### src/rtl/spi_mem_ctrl_fsm_if.sv
// rtl/spi_mem_ctrl_fsm_if.sv - front-end inputs and memory enables of the SPI memory FSM
interface spi_mem_ctrl_fsm_if #(
    parameter int CNT_W = 4
);
    logic             cs_conditioned;
    logic             sclk_positiveedge;
    logic             shiftregp;
    logic             ADDR_we;
    logic             SR_we;
    logic             DM_we;
    logic             miso_buff;
    logic             addr_inc;
    logic             xfer_abort;
    logic             busy;
    logic [CNT_W-1:0] bit_count;

    modport slave (
        input  cs_conditioned, sclk_positiveedge, shiftregp,
        output ADDR_we, SR_we, DM_we, miso_buff, addr_inc, xfer_abort, busy, bit_count
    );

    modport master (
        output cs_conditioned, sclk_positiveedge, shiftregp,
        input  ADDR_we, SR_we, DM_we, miso_buff, addr_inc, xfer_abort, busy, bit_count
    );
endinterface

### src/rtl/spi_mem_ctrl_fsm.sv
// rtl/spi_mem_ctrl_fsm.sv - SPI memory transaction FSM (optional burst: SPI_MEM_BURST_EN)
module spi_mem_ctrl_fsm #(
    parameter int ADDR_BITS  = 7,
    parameter int DATA_WIDTH = 8,
    parameter int CNT_W      = 4
) (
    input  logic              clk,
    input  logic              rst_n,
    spi_mem_ctrl_fsm_if.slave bus
);
    localparam int               HDR_BITS = ADDR_BITS + 1;
    localparam logic [CNT_W-1:0] HDR_CNT  = CNT_W'(HDR_BITS);
    localparam logic [CNT_W-1:0] DATA_CNT = CNT_W'(DATA_WIDTH);
    localparam logic [CNT_W-1:0] CNT_MAX  = '1;

    typedef enum logic [3:0] {
        S_GET, S_GOT, S_READ, S_READ2, S_READ3,
        S_WRITE, S_WRITE2, S_END_RD, S_END_WR, S_DONE
    } state_t;

    state_t           state;
    state_t           next_state;
    logic [CNT_W-1:0] count;
    logic [CNT_W-1:0] count_next;
    logic [CNT_W-1:0] count_base;
    logic             clr_count;

    logic addr_we_d;
    logic sr_we_d;
    logic dm_we_d;
    logic miso_d;
    logic addr_inc_d;
    logic abort_d;
    logic busy_d;

    // State, edge counter and registered enables
    always_ff @(posedge clk or negedge rst_n) begin
        if (!rst_n) begin
            state          <= S_GET;
            count          <= '0;
            bus.ADDR_we    <= 1'b0;
            bus.SR_we      <= 1'b0;
            bus.DM_we      <= 1'b0;
            bus.miso_buff  <= 1'b0;
            bus.addr_inc   <= 1'b0;
            bus.xfer_abort <= 1'b0;
            bus.busy       <= 1'b0;
        end else begin
            state          <= next_state;
            count          <= count_next;
            bus.ADDR_we    <= addr_we_d;
            bus.SR_we      <= sr_we_d;
            bus.DM_we      <= dm_we_d;
            bus.miso_buff  <= miso_d;
            bus.addr_inc   <= addr_inc_d;
            bus.xfer_abort <= abort_d;
            bus.busy       <= busy_d;
        end
    end

    // Next state and next count; a deselect overrides everything
    always_comb begin
        next_state = state;
        clr_count  = 1'b0;
        case (state)
            S_GET:    if (count == HDR_CNT) next_state = S_GOT;
            S_GOT: begin
                clr_count  = 1'b1;
                next_state = bus.shiftregp ? S_READ : S_WRITE;
            end
            S_READ:   next_state = S_READ2;
            S_READ2:  next_state = S_READ3;
            S_READ3:  if (count == DATA_CNT) next_state = S_END_RD;
            S_WRITE: begin
                if (count == DATA_CNT) begin
                    clr_count  = 1'b1;
                    next_state = S_WRITE2;
                end
            end
            S_WRITE2: next_state = S_END_WR;
`ifdef SPI_MEM_BURST_EN
            S_END_RD: begin
                clr_count  = 1'b1;
                next_state = S_READ;
            end
            S_END_WR: begin
                clr_count  = 1'b1;
                next_state = S_WRITE;
            end
`else
            S_END_RD: next_state = S_DONE;
            S_END_WR: next_state = S_DONE;
`endif
            S_DONE:   next_state = S_DONE;
            default:  next_state = S_GET;
        endcase
        if (bus.cs_conditioned) next_state = S_GET;

        // An edge arriving on a clearing cycle still counts as the first one
        count_base = clr_count ? '0 : count;
        if (bus.cs_conditioned)
            count_next = '0;
        else if (count_base == CNT_MAX)
            count_next = count_base;
        else
            count_next = count_base + CNT_W'(bus.sclk_positiveedge);
    end

    // Enables decoded from the state being entered so they line up with it
    always_comb begin
        addr_we_d = (next_state == S_GOT);
        sr_we_d   = (next_state == S_READ2);
        dm_we_d   = (next_state == S_WRITE2);
        miso_d    = (next_state == S_READ3);
`ifdef SPI_MEM_BURST_EN
        addr_inc_d = (next_state == S_END_RD) || (next_state == S_END_WR);
`else
        addr_inc_d = 1'b0;
`endif
        abort_d = bus.cs_conditioned &&
                  (((state != S_GET) && (state != S_DONE)) ||
                   ((state == S_GET) && (count != '0)));
        busy_d  = !((next_state == S_GET) && (count_next == '0));
    end

    assign bus.bit_count = count;
endmodule

### src/flat_wrapper.sv
// flat-port wrapper written by rule: the top's interface ports become plain ports
module spi_mem_ctrl_fsm_flat 
#(
    parameter int ADDR_BITS  = 7,
    parameter int DATA_WIDTH = 8,
    parameter int CNT_W      = 4
)
  (clk, rst_n, bus_cs_conditioned, bus_sclk_positiveedge, bus_shiftregp, bus_ADDR_we, bus_SR_we, bus_DM_we, bus_miso_buff, bus_addr_inc, bus_xfer_abort, bus_busy, bus_bit_count);
  spi_mem_ctrl_fsm_if #(.CNT_W(CNT_W)) bus_i ();
  input  logic clk;
  input  logic rst_n;
  input wire logic [$bits(bus_i.cs_conditioned)-1:0] bus_cs_conditioned;
  input wire logic [$bits(bus_i.sclk_positiveedge)-1:0] bus_sclk_positiveedge;
  input wire logic [$bits(bus_i.shiftregp)-1:0] bus_shiftregp;
  output wire logic [$bits(bus_i.ADDR_we)-1:0] bus_ADDR_we;
  output wire logic [$bits(bus_i.SR_we)-1:0] bus_SR_we;
  output wire logic [$bits(bus_i.DM_we)-1:0] bus_DM_we;
  output wire logic [$bits(bus_i.miso_buff)-1:0] bus_miso_buff;
  output wire logic [$bits(bus_i.addr_inc)-1:0] bus_addr_inc;
  output wire logic [$bits(bus_i.xfer_abort)-1:0] bus_xfer_abort;
  output wire logic [$bits(bus_i.busy)-1:0] bus_busy;
  output wire logic [$bits(bus_i.bit_count)-1:0] bus_bit_count;
  assign bus_i.cs_conditioned = bus_cs_conditioned;
  assign bus_i.sclk_positiveedge = bus_sclk_positiveedge;
  assign bus_i.shiftregp = bus_shiftregp;
  assign bus_ADDR_we = bus_i.ADDR_we;
  assign bus_SR_we = bus_i.SR_we;
  assign bus_DM_we = bus_i.DM_we;
  assign bus_miso_buff = bus_i.miso_buff;
  assign bus_addr_inc = bus_i.addr_inc;
  assign bus_xfer_abort = bus_i.xfer_abort;
  assign bus_busy = bus_i.busy;
  assign bus_bit_count = bus_i.bit_count;
  spi_mem_ctrl_fsm #(.ADDR_BITS(ADDR_BITS), .DATA_WIDTH(DATA_WIDTH), .CNT_W(CNT_W)) u_core (.clk(clk), .rst_n(rst_n), .bus(bus_i));
endmodule
### config.mk
export PLATFORM = sky130hd
export DESIGN_NAME = spi_mem_ctrl_fsm_flat
export DESIGN_NICKNAME = d
export VERILOG_FILES = /design/src/rtl/spi_mem_ctrl_fsm_if.sv /design/src/rtl/spi_mem_ctrl_fsm.sv /design/src/flat_wrapper.sv
export SDC_FILE = /design/constraint.sdc
export NUM_CORES = 1
export LEC_CHECK = 0
export BUFFER_PORTS_ARGS = -buffer_cell sky130_fd_sc_hd__buf_2
export CAP_MARGIN = 20
export CORE_MARGIN = 10
export CORE_UTILIZATION = 35
export CTS_BUF_LIST = sky130_fd_sc_hd__clkbuf_4 sky130_fd_sc_hd__clkbuf_8
export DETAILED_ROUTE_END_ITERATION = 10
export MAX_ROUTING_LAYER = met4
export PLACE_DENSITY_LB_ADDON = 0.05
export SLEW_MARGIN = 20
export SYNTH_ARGS = -nofsm -noshare
export SYNTH_HDL_FRONTEND = slang
export SYNTH_SLANG_ARGS = --single-unit
### constraint.sdc
create_clock -name clk -period 5.7 [get_ports clk]
set_input_delay 0.57 -clock clk [delete_from_list [all_inputs] [get_ports clk]]
set_output_delay 0.57 -clock clk [all_outputs]
set_load 0.01 [all_outputs]
# ---- Yosys cells after proc, flatten, opt, wreduce, memory -nomap -nowiden
# Cells that the tools add are included.
dict set report word_totals {
  register_bits 14
  latch_bits 0
  ramBits 0
  romBits 0
  input_bits 5
  out_inout_bits 11
  wordCells 48
  n_memories 0
}
dict set report op_classes {
  add_sub_neg 1
  multipliers 0
  div_mod_pow 0
  order_cmp 0
  eq_ne 16
  shift 0
  n_mux 11
  bitwise 0
  n_reduce_logical 12
}
# operator n
set ops {}
lappend ops {{4-bit case mux with 8 select lines} 1}
lappend ops {{4-bit 2-to-1 mux} 7}
lappend ops {{4-bit by 3-bit == test with 1-bit output, second input constant} 6}
lappend ops {{4-bit == test, second input constant} 4}
lappend ops {{4-bit by 2-bit == test with 1-bit output, second input constant} 3}
lappend ops {{4-bit zero test} 3}
lappend ops {{4-bit by 1-bit == test with 1-bit output, second input constant} 2}
lappend ops {{4-bit nonzero test} 2}
lappend ops {{4-bit by 1-bit adder with 4-bit output} 1}
lappend ops {{1-bit logical AND} 4}
lappend ops {{4-bit != test, second input constant} 1}
lappend ops {{3-bit 2-to-1 mux} 1}
lappend ops {{3-bit OR reduction} 1}
lappend ops {{1-bit case mux with 2 select lines} 1}
lappend ops {{1-bit zero test} 1}
lappend ops {{1-bit logical OR} 1}
lappend ops {{1-bit 2-to-1 mux} 1}

# ---- Logic depth before layout (Yosys ltp)
# Gate-level depths: netlist (run 1).
dict set report depth {
  depth_word 10
  depth_mapped 8
  depth_no_buf 7
}

# ---- Least setup slack after synthesis (run 1)
# OpenSTA, ideal clock, no wires.
dict set report synth_timing {
  kind {register to register}
  from {reg u_core.state[2]}
  to {reg u_core.bus.busy}
  setup_time_ps 137
  t_arrival_ps 1959
  t_required_ps 5563
  setup_slack_ps 3603
  path_stages_with_launch 8
  path_buffers 0
  synth_period_minus_slack_ps 2097
  cell_sequence {dfrtp_1 > or4b_4 > and2_1 > ha_1 > a31oi_4 > o21a_1 > and4_1 > o221ai_2}
}
dict set report synth_between {
  elab_chain_len 9
}
# item line_no
set synth_rtl {}
lappend synth_rtl {{from (decl)} spi_mem_ctrl_fsm.sv:21} ;# state_t state;
lappend synth_rtl {{from (signal assigned)} spi_mem_ctrl_fsm.sv:49} ;# state <= next_state;
lappend synth_rtl {{4-bit by 3-bit == test with 1-bit output or 4-bit by 1-bit == test with 1-bit output (tied branches)} spi_mem_ctrl_fsm.sv:65} ;# case (state)
lappend synth_rtl {{1-bit case mux with 2 select lines} spi_mem_ctrl_fsm.sv:65}
lappend synth_rtl {{4-bit 2-to-1 mux} spi_mem_ctrl_fsm.sv:100} ;# count_base = clr_count ? '0 : count;
lappend synth_rtl {{4-bit by 1-bit adder with 4-bit output or 4-bit == test (tied branches)} {spi_mem_ctrl_fsm.sv:106, spi_mem_ctrl_fsm.sv:103}}
lappend synth_rtl {{4-bit 2-to-1 mux} spi_mem_ctrl_fsm.sv:103} ;# else if (count_base == CNT_MAX)
lappend synth_rtl {{4-bit 2-to-1 mux} spi_mem_ctrl_fsm.sv:101} ;# if (bus.cs_conditioned)
lappend synth_rtl {{4-bit zero test} spi_mem_ctrl_fsm.sv:123} ;# busy_d = !((next_state == S_GET) && (count_next == '0));
lappend synth_rtl {{1-bit logical AND *} spi_mem_ctrl_fsm.sv:123}
lappend synth_rtl {{1-bit zero test *} spi_mem_ctrl_fsm.sv:123}
lappend synth_rtl {{via u_core.busy_d} spi_mem_ctrl_fsm.sv:34} ;# logic busy_d;
lappend synth_rtl {{to (signal assigned)} spi_mem_ctrl_fsm.sv:57} ;# bus.busy <= busy_d;
lappend synth_rtl {{to (decl)} spi_mem_ctrl_fsm_if.sv:19} ;# output ADDR_we, SR_we, DM_we, miso_buff, addr_inc, xfer_abort, busy, bit_count
# Mark *: on every way through the listed nets, which the timed path passes. The rest lies on a longest branch.

# ---- Worst setup path in the final report (run 1)
# Ends and elaborated chain as after synthesis.

==> impl_metrics.toml, run 1 <==
[run_status]
status = "complete, no violations"

[run]
drv_cap = 0

[yosys]
synthArstFlopShare_pct = 100.0
synthesis.nets = 86
syn_avg_cell_area_um2 = 10.29
muxShareOfSynthArea_pct = 1.231
synthXorXnorAreaFrac_pct = 2.154
ys_ff_latch = 14
yosys.area_share.simple_pct = 29.38
synth_area_um2 = 813.3
yosys_warnings = 0
synthAdderAreaFrac_pct = 3.077
synth_ff_type = "dfrtp_1"
synth.distinct_cells = 40
synth-edff-count = 0
synth_top_family_by_area = "simple AND/OR/NAND/NOR gates"
synth_compound_area_share_pct = 15.38
syn_inst = 79
yosysSeqAreaShare_pct = 43.08

[setup_path]
max_stage_delay_ps = 620
critPathKind = "reg2reg"
critical_path_peak_fanout = 12
worstSetupEndpointType = "register"
cp_slowest_cell = "or4b_4"
path_cells = "or4b_4, and2_1, ha_1, ha_1, xor2_1, and4_1, o221ai_2"
cp.arrival_ps = 2550
cp_common_cell = "ha_1"
startpoint_type = "register"
critical_path_required_ps = 5870

[clocking]
cts_tree = "done"
clock_latency_ps = 280
cts_buffers = 3
cts_resized = 0
clockBufferDepth = 2
root_buffer = "clkbuf_4"
clk_pin_slew_worst_paths_ps = 90
cts.sinks = 14
postCtsSetupRepairBufs = 0
holdBufCountCts = 0
htree_levels = 1

[cells_and_area]
drive_above_1_share_pct = 27.47
final_design_area_no_fill_um2 = 919.6
final_util_pct = 41.57
stdcell_count = 119
area_growth_pct = 13.08
diodes = 0
most-common-layout-cells = "buf_2, dfrtp_1, nor2_1, a21oi_1, nand2b_1"
fin_nets = 99

[grt]
antenna_found_initial = 0
grt_first_pass_wirelength_um = 2904
grt_usage_pct = 8.746
grt_pass1_vias = 577
grt_max_degree = 15
grt_overflow = 0

[sta]
drv_slew = 0
fin_crit_sh_pct = 41.89
fin_worst_skew_ps = 2.257
finalCriticalPeriod_ps = 2388
hold_viol = 0
hold-worst-slack_ps = 165.2
clock.fmax_ghz = 0.4188
finalSetupTns_ps = 0
finalWorstSetupSlack_ps = 3312
rsz0062_at_grt = "false"
setup_viol = 0

[placement]
port_buffers = 14
dp_cells = 115
placed_area_um2 = 883.3
pre_cts_ws_ps = 3339
globalplace.congestion = 0.8199
dp_hpwl_um = 1355

[floorplan]
coreArea_um2 = 2212
rows = 17
start_util_pct = 36.76
fp.dieArea_um2 = 4652
io_pins = 16
chipWidth_um = 68.21
die_h_um = 68.21

[power]
peakVddDrop_mv = 0.1258
total_power_uw = 378.3
power.density_nw_per_um2 = 411.3
leakagePower_nw = 0.4503

[detailed_routing]
wl_met1_um = 814
remaining_drc_errors = 0
drt_pass1_iterations = 4
drt_wl_total_um = 1825
ant_nets = 0
met2_length_um = 855
wire_per_inst_um = 15.34
dr.first_iter.drc_count = 18
vias = 610
routed.top_layer = "met4"
wl_met3_um = 133
vias_per_cell = 5.126

[min_path]
hold_path.class = "in2async"
==> logic make-up (layout without fill, tap and decap cells) <==
kind of cell | count (synthesis) | count (layout)
AO/OA/AOI/OAI | 16 | 16
buffers and inverters | 8 | 20
flip-flops | 14 | 14
adder cells (fa/ha/maj) | 2 | 2
other | 1 | 1
multiplexers | 1 | 1
AND/OR/NAND/NOR | 35 | 35
XOR/XNOR | 2 | 2
==> path summary, 6_finish.rpt <==
path,from,end,slack [ps],depth (start not counted)
setup / recovery,u_core.state[2],u_core.bus.busy,3310,7
hold / removal,rst_n,u_core.bus.DM_we,170,1
setup reg to reg,u_core.state[2],u_core.bus.busy,3310,7
hold reg to reg,u_core.bus.bit_count[3],u_core.bus.xfer_abort,710,2
max in group asynchronous,rst_n,u_core.bus.bit_count[1],5300,1
min in group clk,bus_cs_conditioned,u_core.bus.bit_count[1],600,2
==> flip-flops by register name, indices dropped and copies added, names as in the netlist <==
register	cells
u_core.bus.miso_buff	1
u_core.bus.bit_count	4
u_core.bus.SR_we	1
u_core.bus.ADDR_we	1
u_core.state	4
u_core.bus.DM_we	1
u_core.bus.busy	1
u_core.bus.xfer_abort	1
==> cells in the mapped netlist (2+ instances only) <==
cell type  instances  share of area (%)
a21oi_1            5                3.1
and2_1             2                1.5
and2b_1            2                1.8
and3_1             2                1.5
clkbuf_1           3                1.4
dfrtp_1           14                 43
ha_1               2                3.1
inv_1              2               0.92
nand2_1            3                1.4
nand2b_1           4                3.1
nand3b_1           2                1.8
nor2_1             5                2.3
nor2b_1            2                1.5
nor4_1             2                1.5
nor4b_2            2                3.7
o21ai_0            2                1.2
xor2_1             2                2.2
==> worst max-delay path: cells and delay by family (launching register included) <==
kind	cells	cell delay (ps)
AND/OR/NAND/NOR	3	1060
flip-flops	1	510
adder cells (fa/ha/maj)	2	380
XOR/XNOR	1	220
AO/OA/AOI/OAI	1	100
==> layer usage <==
metal | track usage [%] | vias to the layer above
met1 | 10.51 | 288
met4 | 5.276 | 0
met3 | 2.773 | 4
li1 | - | 302
met2 | 12.44 | 16
met5 | - | -
==> where the power goes <==
| part | switching, mW | internal, mW | total, mW |
|---|---|---|---|
| Combinational | 0.0781 | 0.0780 | 0.156 |
| Clock | 0.0346 | 0.0389 | 0.0734 |
| Sequential | 0.0279 | 0.121 | 0.149 |
| Total | 0.141 | 0.238 | 0.378 |
==> cell type report <==
cell class / count / area [um^2]
fillers: 223 / 1292
multi-input cells: 57 / 420.4
flip-flops and latches: 14 / 350.3
repair buffers: 14 / 70.07
clock buffers: 4 / 36.28
well taps: 28 / 35.03
inverters: 2 / 7.507
Power figures use the tool's default switching activity.
==> run 2, diff against run 1 <==
==> constraint.sdc (replaced) <==
create_clock -name clk -period 2.13 [get_ports clk]
set_input_delay 0.213 -clock clk [delete_from_list [all_inputs] [get_ports clk]]
set_output_delay 0.213 -clock clk [all_outputs]
set_load 0.01 [all_outputs]
==> run 2 against run 1 <==
Compared with the run above:
- wire length increased by 6.2%
- die area unchanged
- clock-buffer cell count is the same
- register-to-register slack got worse by 3200 ps
- worst hold slack better by 65 ps
- non-clock buffer count rose by 9
- largest cell class unchanged
- final cell count up 7.6%
==> impl_metrics.toml, run 2 (synthesis gave the netlist of run 1 again) <==
[grt]
antenna_found_initial = 0
grt_first_pass_wirelength_um = 2987
grt_pass1_vias = 630
grt_usage_pct = 9.085
grt_overflow = 0
grt_max_degree = 15

[placement]
port_buffers = 14
dp_cells = 122
globalplace.congestion = 0.7832
dp_hpwl_um = 1454

[floorplan]
fp.dieArea_um2 = 4652
chipWidth_um = 68.21
rows = 17
start_util_pct = 36.76
die_h_um = 68.21
io_pins = 16
coreArea_um2 = 2212

[setup_path]
crit_family = "simple AND/OR/NAND/NOR gates"
cp.arrival_ps = 2280
max_stage_delay_ps = 550
critical_path_required_ps = 2340
cp_slowest_cell = "or4b_4"
r2r_slack_ps = 70
startpoint_type = "register"
critical_path_buf_inv_count = 1
critical_path_peak_fanout = 2
critPathKind = "reg2reg"
worstSetupEndpointType = "register"
path_cells = "or4b_4, and2_4, ha_4, buf_4, nand3_1, mux2i_1, or3_1, o221ai_2"

[power]
peakVddDrop_mv = 0.4789
power.density_nw_per_um2 = 1074
leakagePower_nw = 0.4969
total_power_mw = 1.105

[sta]
fin_worst_skew_ps = 11.72
fin_crit_sh_pct = 96.93
rsz0062_at_grt = "false"
hold-worst-slack_ps = 230.1
setup_viol = 0
finalCriticalPeriod_ps = 2065
clock.fmax_ghz = 0.4844
drv_slew = 0
hold_viol = 0
finalSetupTns_ps = 0

[cells_and_area]
fin_nets = 108
stdcell_count = 128
fill_cells = 224
diodes = 0
final_util_pct = 46.49
most-common-layout-cells = "buf_2, dfrtp_1, buf_4, nor2_1, a21oi_1"
drive_above_1_share_pct = 37.00
area_growth_pct = 26.46

[detailed_routing]
drt_pass1_iterations = 3
ant_nets = 0
dr.first_iter.drc_count = 38
vias_per_cell = 5.063
drt_wl_total_um = 1938
vias = 648
wire_per_inst_um = 15.14
remaining_drc_errors = 0

[min_path]
hold_path.class = "in2reg"

[clocking]
cts_buffers = 3
clk_pin_slew_worst_paths_ps = 90
htree_levels = 1
cts.sinks = 14
root_buffer = "clkbuf_4"
clockBufferDepth = 2
clock_latency_ps = 290
cts_tree = "done"

[run_status]
status = "complete, no violations"

[run]
drv_cap = 0
## run 2: repair_timing
item,4_1_cts,5_1_grt
hold endpoints to repair,14,0
resized for setup,1,5
buffers inserted,1,0
pin swaps,2,7
hold buffers,1,0
endpoints found under the setup margin,1,1
## run 2: power by group
group          switching [mW]  leakage (nW)  total, mW  internal, mW
clock                  0.0909        0.0210      0.195         0.104
sequential             0.0365         0.190      0.360         0.324
combinational           0.274         0.286      0.550         0.275
total                   0.402         0.497       1.10         0.703
## run 2: per-layer routing
metal | up-vias | GRT usage, % | share of wire, %
met4 | 0 | 3.769 | 0.83
li1 | 324 | - | -
met2 | 12 | 14.88 | 49
met1 | 310 | 9.366 | 44
met5 | - | - | 0
met3 | 2 | 3.915 | 6.4
## run 2: area by class of cell
| class | count | area (um^2) | area share, % |
|---|---|---|---|
| Inverter | 2 | 7.507 | 0.7299 |
| Sequential cell | 14 | 350.3 | 34.06 |
| Multi-Input combinational cell | 57 | 455.4 | 44.28 |
| Timing Repair Buffer | 23 | 143.9 | 13.99 |
| Clock buffer | 4 | 36.28 | 3.528 |
| Tap cell | 28 | 35.03 | 3.406 |
## run 2: final timing paths
kind | start | end | depth (start not counted)
min reg2reg | u_core.bus.bit_count[3] | u_core.bus.xfer_abort | 2
min in group asynchronous | rst_n | u_core.bus.busy | 2
max in group asynchronous | rst_n | u_core.state[1] | 2
min | bus_cs_conditioned | u_core.bus.bit_count[0] | 2
max reg2reg | u_core.state[3] | u_core.bus.busy | 8
max | u_core.state[3] | u_core.bus.busy | 8
## run 2: metrics by stage
step | cell area, um^2 | worst slack, ps
after floorplan | 813.3 | 33.26
after global placement | 935.9 | 19.56
after detailed placement | 935.9 | -9.842
after CTS | 992.2 | 3.481
after global routing | 1028 | 3.632
final | 1028 | 65.48
